File: src/rtl/fic2_apb_pkg.sv
// Shared definitions for FIC_2 APB completers: register offsets, CTRL bit
// positions and the APB transfer FSM state type.
package fic2_apb_pkg;

  localparam int unsigned OFF_CTRL    = 32'h00;
  localparam int unsigned OFF_LOAD    = 32'h04;
  localparam int unsigned OFF_VALUE   = 32'h08;
  localparam int unsigned OFF_STATUS  = 32'h0C;
  localparam int unsigned OFF_SCRATCH = 32'h10;

  localparam int unsigned CTRL_EN      = 0;
  localparam int unsigned CTRL_IRQ_EN  = 1;
  localparam int unsigned CTRL_ONESHOT = 2;
  localparam int unsigned STATUS_PEND  = 0;

  localparam int unsigned WAIT_CNT_W = 3;

  typedef enum logic [1:0] {
    StIdle,
    StSetup,
    StWait,
    StDone
  } apb_state_e;

  typedef enum logic [2:0] {
    RegCtrl,
    RegLoad,
    RegValue,
    RegStatus,
    RegScratch,
    RegNone
  } reg_sel_e;

  // word_addr is the byte address shifted right by two.
  function automatic reg_sel_e decode_reg(input logic [31:0] word_addr);
    reg_sel_e sel;
    case (word_addr)
      OFF_CTRL >> 2:    sel = RegCtrl;
      OFF_LOAD >> 2:    sel = RegLoad;
      OFF_VALUE >> 2:   sel = RegValue;
      OFF_STATUS >> 2:  sel = RegStatus;
      OFF_SCRATCH >> 2: sel = RegScratch;
      default:          sel = RegNone;
    endcase
    return sel;
  endfunction

endpackage

File: src/rtl/apb3_wait_fsm.sv
// APB3 completer transfer sequencer: tracks the bus phase, inserts a fixed number
// of wait states and produces the completion (PREADY / commit) strobe.
module apb3_wait_fsm
  import fic2_apb_pkg::*;
#(
  parameter int unsigned ADDR_WIDTH  = 8,
  parameter int unsigned WAIT_STATES = 1
) (
  input  logic                  clk,
  input  logic                  rst_n,
  input  logic                  psel,
  input  logic                  penable,
  input  logic                  pwrite,
  input  logic [ADDR_WIDTH-1:0] paddr,
  output logic                  ready,
  output logic                  capture,
  output logic [ADDR_WIDTH-1:0] xfer_addr,
  output logic                  xfer_write
);

  localparam logic [WAIT_CNT_W-1:0] WaitLoad = WAIT_CNT_W'(WAIT_STATES);
  localparam logic [WAIT_CNT_W-1:0] WaitLast = WAIT_CNT_W'(1);

  apb_state_e state, state_next, phase;
  logic [WAIT_CNT_W-1:0] wait_cnt, wait_cnt_next;
  logic [ADDR_WIDTH-1:0] lat_addr;
  logic                  lat_write;

  always_ff @(posedge clk or negedge rst_n) begin
    if (!rst_n) begin
      state     <= StIdle;
      wait_cnt  <= '0;
      lat_addr  <= '0;
      lat_write <= 1'b0;
    end else begin
      state    <= state_next;
      wait_cnt <= wait_cnt_next;
      if (phase == StSetup) begin
        lat_addr  <= paddr;
        lat_write <= pwrite;
      end
    end
  end

  // The APB setup cycle is seen combinationally from IDLE, so a back-to-back
  // setup right after DONE is handled without a dead cycle.
  always_comb begin
    phase = state;
    if (state == StIdle && psel && !penable) begin
      phase = StSetup;
    end
  end

  always_comb begin
    state_next    = phase;
    wait_cnt_next = wait_cnt;
    unique case (phase)
      StIdle: state_next = StIdle;
      StSetup: begin
        wait_cnt_next = WaitLoad;
        state_next    = (WAIT_STATES > 0) ? StWait : StDone;
      end
      StWait: begin
        if (!psel) begin
          state_next = StIdle;
        end else if (penable) begin
          wait_cnt_next = wait_cnt - 1'b1;
          if (wait_cnt == WaitLast) begin
            state_next = StDone;
          end
        end
      end
      StDone:  state_next = StIdle;
      default: state_next = StIdle;
    endcase
  end

  always_comb begin
    ready      = (state == StDone) && psel && penable;
    capture    = (state_next == StDone);
    xfer_addr  = (phase == StSetup) ? paddr : lat_addr;
    xfer_write = (phase == StSetup) ? pwrite : lat_write;
  end

endmodule

File: src/rtl/fic2_apb_timer_slave.sv
// FIC_2 APB3 completer with a 32-bit down-counting timer (CTRL, LOAD, VALUE,
// W1C STATUS), a scratch register, programmable wait states and PSLVERR decode.
module fic2_apb_timer_slave
  import fic2_apb_pkg::*;
#(
  parameter int unsigned ADDR_WIDTH  = 8,
  parameter int unsigned WAIT_STATES = 1,
  parameter bit          ONESHOT_DEF = 1'b0
) (
  input  logic                  PCLK,
  input  logic                  PRESETN,
  input  logic                  PSEL,
  input  logic                  PENABLE,
  input  logic                  PWRITE,
  input  logic [ADDR_WIDTH-1:0] PADDR,
  input  logic [31:0]           PWDATA,
  output logic [31:0]           PRDATA,
  output logic                  PREADY,
  output logic                  PSLVERR,
  output logic                  TIMER_IRQ
);

  logic                  ready, capture, xfer_write;
  logic [ADDR_WIDTH-1:0] xfer_addr;
  reg_sel_e              reg_sel;

  apb3_wait_fsm #(
    .ADDR_WIDTH (ADDR_WIDTH),
    .WAIT_STATES(WAIT_STATES)
  ) u_fsm (
    .clk       (PCLK),
    .rst_n     (PRESETN),
    .psel      (PSEL),
    .penable   (PENABLE),
    .pwrite    (PWRITE),
    .paddr     (PADDR),
    .ready     (ready),
    .capture   (capture),
    .xfer_addr (xfer_addr),
    .xfer_write(xfer_write)
  );

  assign reg_sel = decode_reg(32'(xfer_addr >> 2));

  logic        en, irq_en, oneshot, pend;
  logic        en_next, irq_en_next, oneshot_next, pend_next;
  logic [31:0] load_val, value, scratch;
  logic [31:0] load_next, value_next, scratch_next;
  logic        err_resp;
  logic [31:0] rdata_mux;
  logic        commit, wr_ctrl, wr_load, wr_status, wr_scratch, expire;

  assign commit     = ready && xfer_write;
  assign wr_ctrl    = commit && (reg_sel == RegCtrl);
  assign wr_load    = commit && (reg_sel == RegLoad);
  assign wr_status  = commit && (reg_sel == RegStatus);
  assign wr_scratch = commit && (reg_sel == RegScratch);
  assign expire     = en && (value == 32'd0);

  // Timer step first, then bus writes override it (LOAD wins for VALUE, CTRL
  // wins for EN); a same-edge expiry keeps PEND set against a W1C.
  always_comb begin
    en_next      = en;
    irq_en_next  = irq_en;
    oneshot_next = oneshot;
    pend_next    = pend;
    load_next    = load_val;
    value_next   = value;
    scratch_next = scratch;
    if (en) begin
      if (value != 32'd0) begin
        value_next = value - 32'd1;
      end else begin
        pend_next = 1'b1;
        if (oneshot) begin
          en_next = 1'b0;
        end else begin
          value_next = load_val;
        end
      end
    end
    if (wr_ctrl) begin
      en_next      = PWDATA[CTRL_EN];
      irq_en_next  = PWDATA[CTRL_IRQ_EN];
      oneshot_next = PWDATA[CTRL_ONESHOT];
    end
    if (wr_load) begin
      load_next  = PWDATA;
      value_next = PWDATA;
    end
    if (wr_status && PWDATA[STATUS_PEND] && !expire) begin
      pend_next = 1'b0;
    end
    if (wr_scratch) begin
      scratch_next = PWDATA;
    end
  end

  always_ff @(posedge PCLK or negedge PRESETN) begin
    if (!PRESETN) begin
      en       <= 1'b0;
      irq_en   <= 1'b0;
      oneshot  <= ONESHOT_DEF;
      pend     <= 1'b0;
      load_val <= 32'd0;
      value    <= 32'd0;
      scratch  <= 32'd0;
    end else begin
      en       <= en_next;
      irq_en   <= irq_en_next;
      oneshot  <= oneshot_next;
      pend     <= pend_next;
      load_val <= load_next;
      value    <= value_next;
      scratch  <= scratch_next;
    end
  end

  always_comb begin
    rdata_mux = 32'd0;
    unique case (reg_sel)
      RegCtrl: begin
        rdata_mux[CTRL_EN]      = en;
        rdata_mux[CTRL_IRQ_EN]  = irq_en;
        rdata_mux[CTRL_ONESHOT] = oneshot;
      end
      RegLoad:    rdata_mux = load_val;
      RegValue:   rdata_mux = value;
      RegStatus:  rdata_mux[STATUS_PEND] = pend;
      RegScratch: rdata_mux = scratch;
      default:    rdata_mux = 32'd0;
    endcase
  end

  // Response is captured on the edge entering DONE; write transfers to mapped
  // registers leave PRDATA holding its previous value.
  always_ff @(posedge PCLK or negedge PRESETN) begin
    if (!PRESETN) begin
      PRDATA   <= 32'd0;
      err_resp <= 1'b0;
    end else if (capture) begin
      err_resp <= (reg_sel == RegNone);
      if (reg_sel == RegNone) begin
        PRDATA <= 32'd0;
      end else if (!xfer_write) begin
        PRDATA <= rdata_mux;
      end
    end else begin
      err_resp <= 1'b0;
    end
  end

  assign PREADY    = ready;
  assign PSLVERR   = err_resp && ready;
  assign TIMER_IRQ = pend && irq_en;

endmodule
File: config.mk
export PLATFORM = sky130hd
export DESIGN_NAME = fic2_apb_timer_slave
export DESIGN_NICKNAME = d
export VERILOG_FILES = /design/src/rtl/fic2_apb_pkg.sv /design/src/rtl/apb3_wait_fsm.sv /design/src/rtl/fic2_apb_timer_slave.sv
export SDC_FILE = /design/constraint.sdc
export NUM_CORES = 1
export LEC_CHECK = 0
export BUFFER_PORTS_ARGS = -buffer_cell sky130_fd_sc_hd__clkbuf_2
export CAP_MARGIN = 5
export CORE_MARGIN = 4
export CORE_UTILIZATION = 50
export CTS_BUF_LIST = sky130_fd_sc_hd__clkbuf_8
export CTS_CLUSTER_SIZE = 25
export DETAILED_ROUTE_END_ITERATION = 8
export PLACE_DENSITY = 0.75
export SETUP_SLACK_MARGIN = 0.3
export SLEW_MARGIN = 20
export SYNTH_ARGS = -nofsm -noshare
export SYNTH_HDL_FRONTEND = slang
export SYNTH_SLANG_ARGS = --single-unit
File: constraint.sdc
create_clock -name PCLK -period 3.8 [get_ports PCLK]
set_input_delay 0.76 -clock PCLK [delete_from_list [all_inputs] [get_ports PCLK]]
set_output_delay 0.76 -clock PCLK [all_outputs]
set_load 0.1 [all_outputs]
### After elaboration in Yosys (flattened, before gate mapping)

Index checks and enable logic that the tools add are counted.

* $add $sub $neg: 2
* equal/unequal tests: 20
* mux-type cells: 28
* reductions and logical operators: 30

Operators with widths (number)
* $mux 32: 6
* $pmux 29 s3: 1
* $logic_not 32->1: 2
* $reduce_bool 32->1: 1
* $sub 32x1->32 const B: 1
* $pmux 3 s5: 1
* $logic_and 1x1->1: 14
* $eq 6x2->1 const B: 2
* $mux 1: 9
* $eq 2x2->1 const B: 4
* $mux 2: 4
* $mux 8: 1
* $pmux 2 s4: 1
* $eq 3x1->1 const B: 2
* $eq 3x2->1 const B: 2
* $eq 3x3->1 const B: 2
* $eq 6x1->1 const B: 1
* $eq 6x3->1 const B: 1
* $mux 3: 2
* $pmux 2 s3: 1
* $pmux 3 s2: 1
* $reduce_and 2->1: 3
* $reduce_bool 2->1: 3
* $pmux 1 s5: 1
* 10 further kinds: 14

* flip-flop bits (word level): 147
* bits of input ports: 45
* output and inout bits: 35
* logic and storage cells: 94

### Logic depth before layout (Yosys ltp)

Gate-level depths: netlist (run 1).

* depth after elaboration: 14
* gate-level depth with buffers: 12
* mapped depth without buffers: 9

### By module

Synthesis (run 1) repeated with hierarchy kept, for this count alone.

* cell total of the unflattened synthesis: 738
* area total of the unflattened synthesis: 7490.9 um^2

By module, submodules not included
* fic2_apb_timer_slave: instances 1, cells an instance 684, area an instance 6829.0 um^2, seq. area each 3328.2 um^2
* apb3_wait_fsm: instances 1, cells an instance 54, area an instance 661.9 um^2, seq. area each 350.3 um^2

### Least setup slack after synthesis (run 1)

Ideal clock, no wire load.

* path kind: in2out
* from: in PSEL
* to: out PSLVERR
* arrival: 2.469 ns
* data required time: 3.040 ns
* slack: 0.571 ns
* cell stages on the path: 2
* buffers on the path: 0
* cells stage by stage: and4_1 -> and2_1

* word-level cells in the longest chain between the ends: 3

Ends and longest elaborated chain
* from (decl): line fic2_apb_timer_slave.sv:12 `input logic PSEL,`
* $logic_and 1x1->1 (2 in series): line apb3_wait_fsm.sv:79 `ready = (state == StDone) && psel && penable;`
* $logic_and 1x1->1: line fic2_apb_timer_slave.sv:154 `assign PSLVERR = err_resp && ready;`
* to (decl): line fic2_apb_timer_slave.sv:19 `output logic PSLVERR,`

No other way between the ends.

### Worst setup path in the final report (run 1)

* from: reg u_fsm.state[1]
* to: reg scratch[5]

* word-level cells in the longest chain between the ends: 10
* elaborated cells between the ends (all ways): 19
* classes of those cells: 7 x eq/ne; 4 x mux; 8 x reduce/logical

Ends and longest elaborated chain
* from (decl): line apb3_wait_fsm.sv:24 `apb_state_e state, state_next, phase;`
* from (signal assigned): line apb3_wait_fsm.sv:31 `state <= StIdle;`
* from (signal assigned): line apb3_wait_fsm.sv:36 `state <= state_next;`
* $logic_not 2->1: line apb3_wait_fsm.sv:49 `if (state == StIdle && psel && !penable) begin`
* $logic_and 1x1->1 (2 in series): line apb3_wait_fsm.sv:49
* $mux 2 (*): line apb3_wait_fsm.sv:49
* $eq 2x1->1 (*): line apb3_wait_fsm.sv:81 `xfer_addr = (phase == StSetup) ? paddr : lat_addr;`
* $mux 8 (*): line apb3_wait_fsm.sv:81
* via u_fsm.xfer_addr[5]: line apb3_wait_fsm.sv:17 `output logic [ADDR_WIDTH-1:0] xfer_addr,`
* $logic_not 32->1, or another cell as far along: line fic2_apb_pkg.sv:37 `case (word_addr)`
* $pmux 3 s5 (*): line fic2_apb_pkg.sv:37
* $eq 3x3->1 (*): line fic2_apb_timer_slave.sv:57 `assign wr_scratch = commit && (reg_sel == RegScratch);`
* $logic_and 1x1->1 (*): line fic2_apb_timer_slave.sv:57
* to (signal assigned): line fic2_apb_timer_slave.sv:115 `scratch <= scratch_next;`
* to (decl): line fic2_apb_timer_slave.sv:47 `logic [31:0] load_val, value, scratch;`

The timed path passes the listed nets; every way through them passes the cells marked *.
A chain may end at the register's enable or synchronous reset.

==> flow_metrics.tcl, run 1 <==
set metrics [dict create \
    cts_resized 0 \
    multi_input_area_um2 3448 \
    row_count 44 \
    p_leak_nw 4.062 \
    switching_share 0.3410 \
    place_congestion 0.9045 \
    synth.distinct_cells 74 \
    drt_wl_total_um 19970 \
    antenna_found_initial 0 \
    path_cells "nor2_1 > a21o_1 > ha_1 > mux2_2 > o21bai_1 > nor3b_4 > nor2b_2 > buf_4 > mux2_2" \
    boundaryPins 80 \
    drt-initial-drc-count 760 \
    synthToLayoutAreaGrowth_pct 13.74 \
    fill_cells 1264 \
    dp_slack_ns 0.01374 \
    grt_pass1_wl_um 32440 \
    start_util 0.5071 \
    worst-path-max-fanout 18 \
    synthFlopType "dfrtp_1" \
    antenna_left 0 \
    syn_area_um2 7342 \
    postSynthCellCount 738 \
    dp.cells 967 \
    drive_above_1_share 0.2393 \
    grt_setup_unrepaired "false" \
    p_comb_frac 0.261 \
    fin_crit_ns 3.191 \
    synth_top_area_share 0.4942 \
    startpoint_type "register" \
    power_frac_seq 0.418 \
    required_ns 4.14 \
    drc 0 \
    cts_buffers 17 \
    fin_cells 999 \
    clockRootBuffer "clkbuf_8" \
    cts_tree "done" \
    clock_power_share 0.321 \
    fin_total_pwr_mw 4.075 \
    synth_fp_nets 788 \
    postCtsHoldBufs 0 \
    outcome "completed" \
    max_freq_mhz 313.4 \
    drv_slew 0 \
    p_int_mw 2.685 \
    worstMarginPinSlew_ns 0.7126 \
    hp-class "input port to asynchronous set/reset pin" \
    synth.largest_area_cell "dfrtp_1" \
    grt_overflow 0 \
    die_h_um 129.2 \
    port_buffers 77 \
    path_class "register to register" \
    cp-end-kind "register" \
    dieArea_um2 16690 \
    grt_pass1_vias 6293 \
    fin_crit_sh 0.8398 \
    dp.final_hpwl_um 13740 \
    seq_area_um2 3628 \
    clock-sinks 145 \
    netlist_top_cells_area "dfrtp_1, nand2_1, mux2_2" \
    clkTransAtPathRegs_ns 0.08 \
    grt_use_total 0.2484 \
    dr.pass1.iters 7 \
    post_cts_buffers 0 \
    ir_drop_mv 0.4117 \
    p_sw_mw 1.389 \
    cp.arrival_ns 3.53 \
    crit_top_cell "mux2_2" \
    yosysSeqAreaShare 0.4942 \
    clockBufferDepth 2 \
    wire_per_inst_um 19.99 \
    vias_per_cell 6.271 \
    core_area_um2 14480 \
    hold_ws_ns 0.2958 \
    synth_edf_count 0 \
    fin_setup_tns_ns 0 \
    hold_viol 0 \
    ys_async_sr_fraction 1.000 \
    layout.nets 853 \
    max-slew-margin-rel 0.5249 \
    htree_num_levels 4 \
    clkLatencyLatePin_ns 0.46 \
    layout_setup_ws_ns 0.6089 \
    power_density_nw_per_um2 488.0 \
    grt_max_degree 78 \
    die-width_um 129.2 \
    cap_violations 0 \
    ys_ff_latch 145 \
    num_antenna_cells 0 \
    finalClockSkew_ns 0.01401 \
    setup_viol 0 \
    vias 6265 \
    crit_path_top_delay_cell "ha_1" \
    critPathMaxStageDelay_ns 0.51 \
    syn_area_per_cell_um2 9.949 \
    yosysWarnings 0 \
]
-- power by group through the flow --
stage / logic (mW) / registers, mW / clock network (mW)
CTS: 1.05 / 1.70 / 1.33
global route: 1.15 / 1.72 / 1.39
finish: 1.06 / 1.70 / 1.31
global placement: 1.02 / 1.72 / 0
floorplan: 0.718 / 1.74 / 0
detailed placement: 1.05 / 1.73 / 0
-- critical path, delay by kind of cell, from the launching register on --
family          cells  cell delay, ns
buf+inv             1            0.32
compound gates      2            0.33
flops               1            0.42
simple gates        3            0.68
mux                 2            0.79
fa+ha+maj           1            0.51
-- layer usage --
metal  vias up  GRT usage  wire length, um
met5         -          0                0
met4         0    0.08709              329
met3        36    0.05688             1474
met2       275     0.4012             9734
met1      3107     0.3314             8433
li1       2847          -                -
-- cell families after synthesis --
kind of cell             Yosys count  synth area share
AND/OR/NAND/NOR                  297            0.1973
XOR/XNOR                          15           0.01789
flip-flops                       145            0.4942
multiplexers                      40           0.06118
AO/OA/AOI/OAI                    176            0.1800
adder cells (fa/ha/maj)            5          0.008521
buffers and inverters             60           0.04090
-- sequential cells by signal (all words and copies together) (netlist names), 2 cells and up --
| register | count |
|---|---|
| PRDATA | 32 |
| load_val | 32 |
| scratch | 32 |
| u_fsm.lat_addr | 6 |
| u_fsm.state | 2 |
| u_fsm.wait_cnt | 3 |
| value | 32 |
-- worst paths after layout --
| check | startpoint | endpoint | slack, ns | cells past startpoint |
|---|---|---|---|---|
| setup / recovery | u_fsm.state[1] | scratch[5] | 0.61 | 9 |
| hold / removal | PRESETN | PRDATA[23] | 0.30 | 1 |
| setup reg to reg | u_fsm.state[1] | scratch[5] | 0.61 | 9 |
| hold reg to reg | PRDATA[27] | PRDATA[27] | 0.48 | 2 |
| max in group asynchronous | PRESETN | value[7] | 2.68 | 2 |
| min in group PCLK | PRDATA[27] | PRDATA[27] | 0.48 | 2 |
-- layout by cell type, fill, tap and decap left out, drive strengths merged, types with 8 or more instances in the layout --
master	instances
inv	11
a222oi	29
a221o	10
nor3	20
mux2	39
o21ai	49
nand2	168
nor4	13
o211ai	13
nor2	27
dfrtp	145
a22oi	8
a211oi	8
xor2	9
nand3	28
clkbuf	93
a21oi	17
buf	21
-- cell type report --
| type | count | area share |
|---|---|---|
| clock buffers | 17 | 0.02802 |
| clock inverters | 14 | 0.02263 |
| inverters | 9 | 0.004046 |
| multi-input cells | 533 | 0.4129 |
| flip-flops and latches | 145 | 0.4345 |
| well taps | 184 | 0.02757 |
| repair buffers | 97 | 0.07027 |
-- synthesized netlist by cell type (3+ instances only) --
library cell / instances
a211oi_1: 8
a21o_1: 4
a21oi_1: 14
a221o_1: 10
a222oi_1: 29
a22oi_1: 8
a32oi_1: 3
and2_1: 4
and3_1: 3
buf_2: 15
buf_4: 5
buf_6: 5
clkbuf_1: 25
dfrtp_1: 145
ha_1: 5
inv_1: 9
mux2_2: 38
nand2_1: 166
nand2b_1: 3
nand3_1: 26
nand4_1: 6
nor2_1: 27
nor3_1: 19
nor3b_1: 5
nor4_1: 6
nor4_2: 4
nor4_4: 3
o211ai_1: 13
o21ai_0: 46
o21ai_1: 3
o31ai_1: 6
o41ai_1: 3
or3_1: 3
or4_1: 4
xnor2_1: 6
xor2_1: 9
-- stage by stage --
step | util | cell area (um2)
after global routing | 0.5767 | 8351
after global placement | 0.5465 | 7913
after floorplan | - | 7342
after CTS | 0.5757 | 8335
after detailed placement | 0.5465 | 7913
final | 0.5767 | 8351
Note: power is estimated with default switching activity, not from simulation.
==> run 2, diff against run 1 <==
--- a/config.mk
+++ b/config.mk
@@ -12,7 +12,7 @@
 export CTS_BUF_LIST = sky130_fd_sc_hd__clkbuf_8
 export CTS_CLUSTER_SIZE = 25
 export DETAILED_ROUTE_END_ITERATION = 8
-export PLACE_DENSITY = 0.75
+export PLACE_DENSITY = 0.77
 export SETUP_SLACK_MARGIN = 0.3
 export SLEW_MARGIN = 20
 export SYNTH_ARGS = -nofsm -noshare
==> constraint.sdc (replaced) <==
create_clock -name PCLK -period 2.9 [get_ports PCLK]
set_input_delay 0.58 -clock PCLK [delete_from_list [all_inputs] [get_ports PCLK]]
set_output_delay 0.58 -clock PCLK [all_outputs]
set_load 0.1 [all_outputs]
==> run 2 against run 1 <==
Sequential cell count unchanged; clock power increased by 27%; power increased by 38%; hold slack got worse by 0.28 ns; maximum frequency increased by 23%; first-iteration DRC count unchanged; cell count increased by 3.9%; via count increased by 1.7%; critical path depth increased by 1; largest power group unchanged.
==> flow_metrics.tcl, run 2 (synthesis gave the netlist of run 1 again) <==
set metrics [dict create \
    outcome "completed" \
    die_h_um 129.2 \
    dr.pass1.iters 5 \
    drv_slew 0 \
    required_ns 3.25 \
    power_density_nw_per_um2 629.4 \
    clock-sinks 145 \
    drt_wl_total_um 20120 \
    setup_viol 0 \
    port_buffers 77 \
    die-width_um 129.2 \
    cp-end-kind "register" \
    grt_max_degree 62 \
    hp-class "input port to asynchronous set/reset pin" \
    fill_cells 1198 \
    max_freq_mhz 386.2 \
    cts_tree "done" \
    grt_overflow 0 \
    startpoint_type "register" \
    fin_crit_sh 0.8929 \
    antenna_left 0 \
    crit_start "u_fsm.state[1]" \
    boundaryPins 80 \
    drive_above_1_share 0.2963 \
    grt_pass1_wl_um 32570 \
    start_util 0.5071 \
    cap_violations 0 \
    ir_drop_mv 0.3321 \
    dp.final_hpwl_um 13420 \
    vias_per_cell 6.136 \
    vias 6369 \
    dieArea_um2 16690 \
    dp.cells 989 \
    wire_per_inst_um 19.38 \
    cts_buffers 17 \
    hold_ws_ns 0.01185 \
    finalClockSkew_ns 0.01396 \
    r2r-end "value[25]" \
    seq_area_um2 3628 \
    place_congestion 0.9796 \
    layout.nets 891 \
    p_leak_nw 4.334 \
    rrSetupSlack_ns 0.31 \
    max-slew-margin-rel 0.6341 \
    clkLatencyLatePin_ns 0.47 \
    core_area_um2 14480 \
    synthToLayoutAreaGrowth_pct 21.32 \
    final_cell_mix "nand2_1, dfrtp_1, clkbuf_2" \
    hold_viol 0 \
    r2r_cells 10 \
    reg2reg_from "u_fsm.state[1]" \
    drc 0 \
    path_class "register to register" \
    worst-path-max-fanout 8 \
    num_antenna_cells 0 \
    worstMarginPinSlew_ns 0.5511 \
    clkTransAtPathRegs_ns 0.08 \
    cp.arrival_ns 2.94 \
    row_count 44 \
    setup.worst_path.end "value[25]" \
    fin_cells 1038 \
    clockRootBuffer "clkbuf_8" \
    multi_input_area_um2 3630 \
    grt_pass1_vias 6337 \
    htree_num_levels 4 \
    antenna_found_initial 0 \
    final_common_cell "nand2_1" \
    clockBufferDepth 2 \
    drt-initial-drc-count 760 \
    postCtsHoldBufs 0 \
    grt_setup_unrepaired "true" \
    fin_crit_ns 2.589 \
    grt_use_total 0.2475 \
]
-- run 2: worst max-delay path: stages (launching register included) --
cell and delay [ns]:
dfrtp_1 0.38, nor2_1 0.11, a21o_1 0.15, ha_4 0.22
buf_4 0.14, mux2i_2 0.26, nand2_2 0.16, or3_4 0.38
and2_2 0.26, o311a_1 0.12, a221o_1 0.29
-- run 2: worst min path at each step --
stage                     cells past startpoint          end       start
final                                         1  scratch[30]     PRESETN
after global routing                          1  scratch[30]     PRESETN
after CTS                                     1     value[4]     PRESETN
after detailed placement                      2   PRDATA[26]  PRDATA[26]
after global placement                        2   PRDATA[29]  PRDATA[29]
after floorplan                               0    PRDATA[0]     PRESETN
-- run 2: final cells by class --
class	count	area share
inverter	9	0.003793
clock inverter	14	0.01840
sequential	145	0.4074
clock buffer	18	0.02781
tap	184	0.02585
timing repair buffer	135	0.1093
multi-input combinational	533	0.4075
-- run 2: report_power, final --
part	internal, mW	total [mW]	switching, mW
logic	0.673	1.71	1.04
clock network	0.867	1.66	0.793
registers	2.14	2.23	0.0960
total	3.68	5.61	1.93
-- run 2: timing repair --
action,CTS,global route
gates resized for setup,12,31
setup buffers,10,5
setup endpoints to repair,71,99
pin swaps,2,4
cloned,2,0
-- run 2: per-stage QoR --
stage                     TNS, ns  instance area, um2  setup WS [ns]  utilization  power, mW
after CTS                       0                8751         0.3200       0.6044      5.545
after global placement          0                8189        0.03822       0.5656      3.771
final                           0                8907         0.3106       0.6152      5.606
after global routing            0                8907         0.1754       0.6152      5.885
after detailed placement   -1.118                8189       -0.08978       0.5656      3.802
after floorplan                 0                7456         0.2904            -      3.299
-- run 2: layer usage --
layer / wire, um / global-route usage / vias up / share of wire
met2: 9506 / 0.3878 / 269 / 0.47
met3: 1446 / 0.05565 / 31 / 0.072
met1: 8792 / 0.3422 / 3131 / 0.44
met4: 375 / 0.08462 / 0 / 0.019
li1: - / - / 2938 / -
met5: 0 / 0 / - / 0
==> run 3, diff against run 2 <==
--- a/config.mk
+++ b/config.mk
@@ -17,4 +17,5 @@
 export SLEW_MARGIN = 20
 export SYNTH_ARGS = -nofsm -noshare
 export SYNTH_HDL_FRONTEND = slang
+export SYNTH_HIERARCHICAL = 1
 export SYNTH_SLANG_ARGS = --single-unit
==> run 3 against run 2 <==
The flow now finishes with violations (design-rule violations); cell count increased by 1.6%; maximum frequency barely moved; die area is 0.98% higher; area after synthesis is 1.0% higher; setup slack worse by 0.0013 ns; non-clock buffer count grew 28; sequential power rose by 3%; synthesized cell count down 0.54%; power fell by 9.2%; via count up 5.0%; global-route usage grew 1.0 points; core utilization increased by 2.2 points.
==> flow_metrics.tcl, run 3 <==
set metrics [dict create \
    layout.nets 907 \
    p_comb_frac 0.224 \
    vias 6686 \
    synth_fp_nets 783 \
    critPathMaxStageDelay_ns 0.56 \
    setup_viol 0 \
    crit_top_cell "or4_4" \
    die_h_um 129.8 \
    antenna_left 0 \
    drv_slew 0 \
    reg2reg_from "value[7]" \
    grt_pass1_vias 6590 \
    path_class "register to register" \
    r2r-end "value[13]" \
    outcome "complete, but fails checks" \
    final_common_cell "dfrtp_1" \
    dp.cells 1006 \
    num_antenna_cells 0 \
    power_frac_seq 0.451 \
    place_congestion 0.9243 \
    wire_per_inst_um 20.75 \
    grt_use_total 0.2575 \
    rrSetupSlack_ns 0.31 \
    setup.worst_path.end "value[13]" \
    required_ns 3.24 \
    dieArea_um2 16850 \
    p_sw_mw 1.543 \
    start_util 0.5104 \
    finalClockSkew_ns 0.01128 \
    cp-end-kind "register" \
    fin_setup_tns_ns 0 \
    boundaryPins 80 \
    path_cells "or4_4 > or4_4 > buf_4 > or4_1 > a21oi_2 > o211ai_1" \
    postSynthCellCount 734 \
    crit_family "simple AND/OR/NAND/NOR gates" \
    yosysWarnings 6 \
    fin_crit_ns 2.591 \
    fin_crit_sh 0.8934 \
    hold_viol 0 \
    grt_pass1_wl_um 34160 \
    clock-sinks 145 \
    grt_overflow 0 \
    cap_violations 0 \
    clockBufferDepth 2 \
    port_buffers 77 \
    synthToLayoutAreaGrowth_pct 24.74 \
    drt-initial-drc-count 682 \
    cp.arrival_ns 2.93 \
    violations "design-rule violations" \
    grt_setup_unrepaired "true" \
    p_leak_nw 4.350 \
    syn_area_um2 7418 \
    p_int_mw 3.548 \
    clockRootBuffer "clkbuf_8" \
    r2r_cells 6 \
    worst-path-max-fanout 6 \
    htree_num_levels 4 \
    power_density_nw_per_um2 550.2 \
    drc 1 \
    crit_path_top_delay_cell "or4_4" \
    final_cell_mix "dfrtp_1, nand2_1, clkbuf_2" \
    dr.pass1.iters 9 \
    clock_power_share 0.324 \
    dp.final_hpwl_um 14640 \
    max_freq_mhz 386.0 \
    timing.critical_path.buf_inv 1 \
    switching_share 0.3032 \
    fin_cells 1055 \
    worstMarginPinSlew_ns 0.6625 \
    drt_wl_total_um 21890 \
    vias_per_cell 6.337 \
    row_count 44 \
    ir_drop_mv 0.3547 \
    drive_above_1_share 0.3272 \
    cp_num_cells 6 \
    core_area_um2 14530 \
    cts_buffers 17 \
    die-width_um 129.8 \
    fill_cells 1198 \
    clkLatencyLatePin_ns 0.47 \
    syn_area_per_cell_um2 10.11 \
    antenna_found_initial 0 \
    cts_tree "done" \
    startpoint_type "register" \
    max-slew-margin-rel 0.5574 \
    clkTransAtPathRegs_ns 0.08 \
    crit_start "value[7]" \
    hp-class "input port to asynchronous set/reset pin" \
    grt_max_degree 65 \
]
==> run 3: worst min path at each step <==
stage	from	cells past startpoint	to
after floorplan	PRESETN	0	PRDATA[0]
after global placement	PRDATA[29]	2	PRDATA[29]
after detailed placement	PRDATA[20]	2	PRDATA[20]
after CTS	PRESETN	1	PRDATA[21]
after global routing	PRESETN	1	PRDATA[21]
final	PRESETN	1	PRDATA[21]
==> run 3: repair_timing <==
action                                  in CTS  in global routing
cloned                                       0                  3
endpoints found under the setup margin      43                 67
gates resized for setup                     12                 38
buffers inserted                             2                 12
pin swaps                                    1                 14
hold endpoints to repair                     0                  0
hold buffers                                 0                  0
==> run 3: final cells by class <==
cell class / count / area (um2) / area share
multi-input cells: 518 / 3730 / 0.4031
flip-flops and latches: 145 / 3632 / 0.3925
repair buffers: 163 / 1202 / 0.1299
clock buffers: 22 / 302.8 / 0.03272
well taps: 184 / 230.2 / 0.02488
clock inverters: 10 / 107.6 / 0.01163
inverters: 13 / 48.80 / 0.005273
==> run 3: stage by stage <==
stage / util / cell area, um2 / worst slack [ns] / hold slack (ns) / power, mW
detailed placement: 0.5891 / 8562 / -0.1320 / 0.4724 / 3.398
floorplan: - / 7719 / 0.1450 / 0.2844 / 3.001
global placement: 0.5891 / 8562 / -0.06088 / 0.4620 / 3.360
finish: 0.6367 / 9254 / 0.3093 / 0.06306 / 5.091
CTS: 0.6221 / 9041 / 0.2671 / 0.08540 / 5.059
global route: 0.6367 / 9254 / 0.2265 / 0.09984 / 5.312
==> run 3: layer usage <==
| metal | vias to the layer above | global-route usage | wire length [um] |
|---|---|---|---|
| li1 | 3029 | - | - |
| met1 | 3279 | 0.3560 | 9279 |
| met2 | 325 | 0.4076 | 10290 |
| met3 | 53 | 0.04871 | 1720 |
| met4 | 0 | 0.09474 | 596 |
| met5 | - | 0 | 0 |
==> run 3: worst register-to-register path: cells and delay by family (launching register included) <==
kind                   cells  cell delay [ns]
AO/OA/AOI/OAI              2             0.27
buffers and inverters      1             0.18
flip-flops                 1             0.41
AND/OR/NAND/NOR            3             1.62
==> run 3: power groups by stage <==
stage          Clock [mW]  Combinational [mW]  Sequential, mW
2_1_floorplan           0               0.715            2.29
3_3_place_gp            0                1.04            2.32
3_5_place_dp            0                1.07            2.33
4_1_cts              1.67                1.10            2.29
5_1_grt              1.76                1.24            2.32
6_report             1.65                1.14            2.30
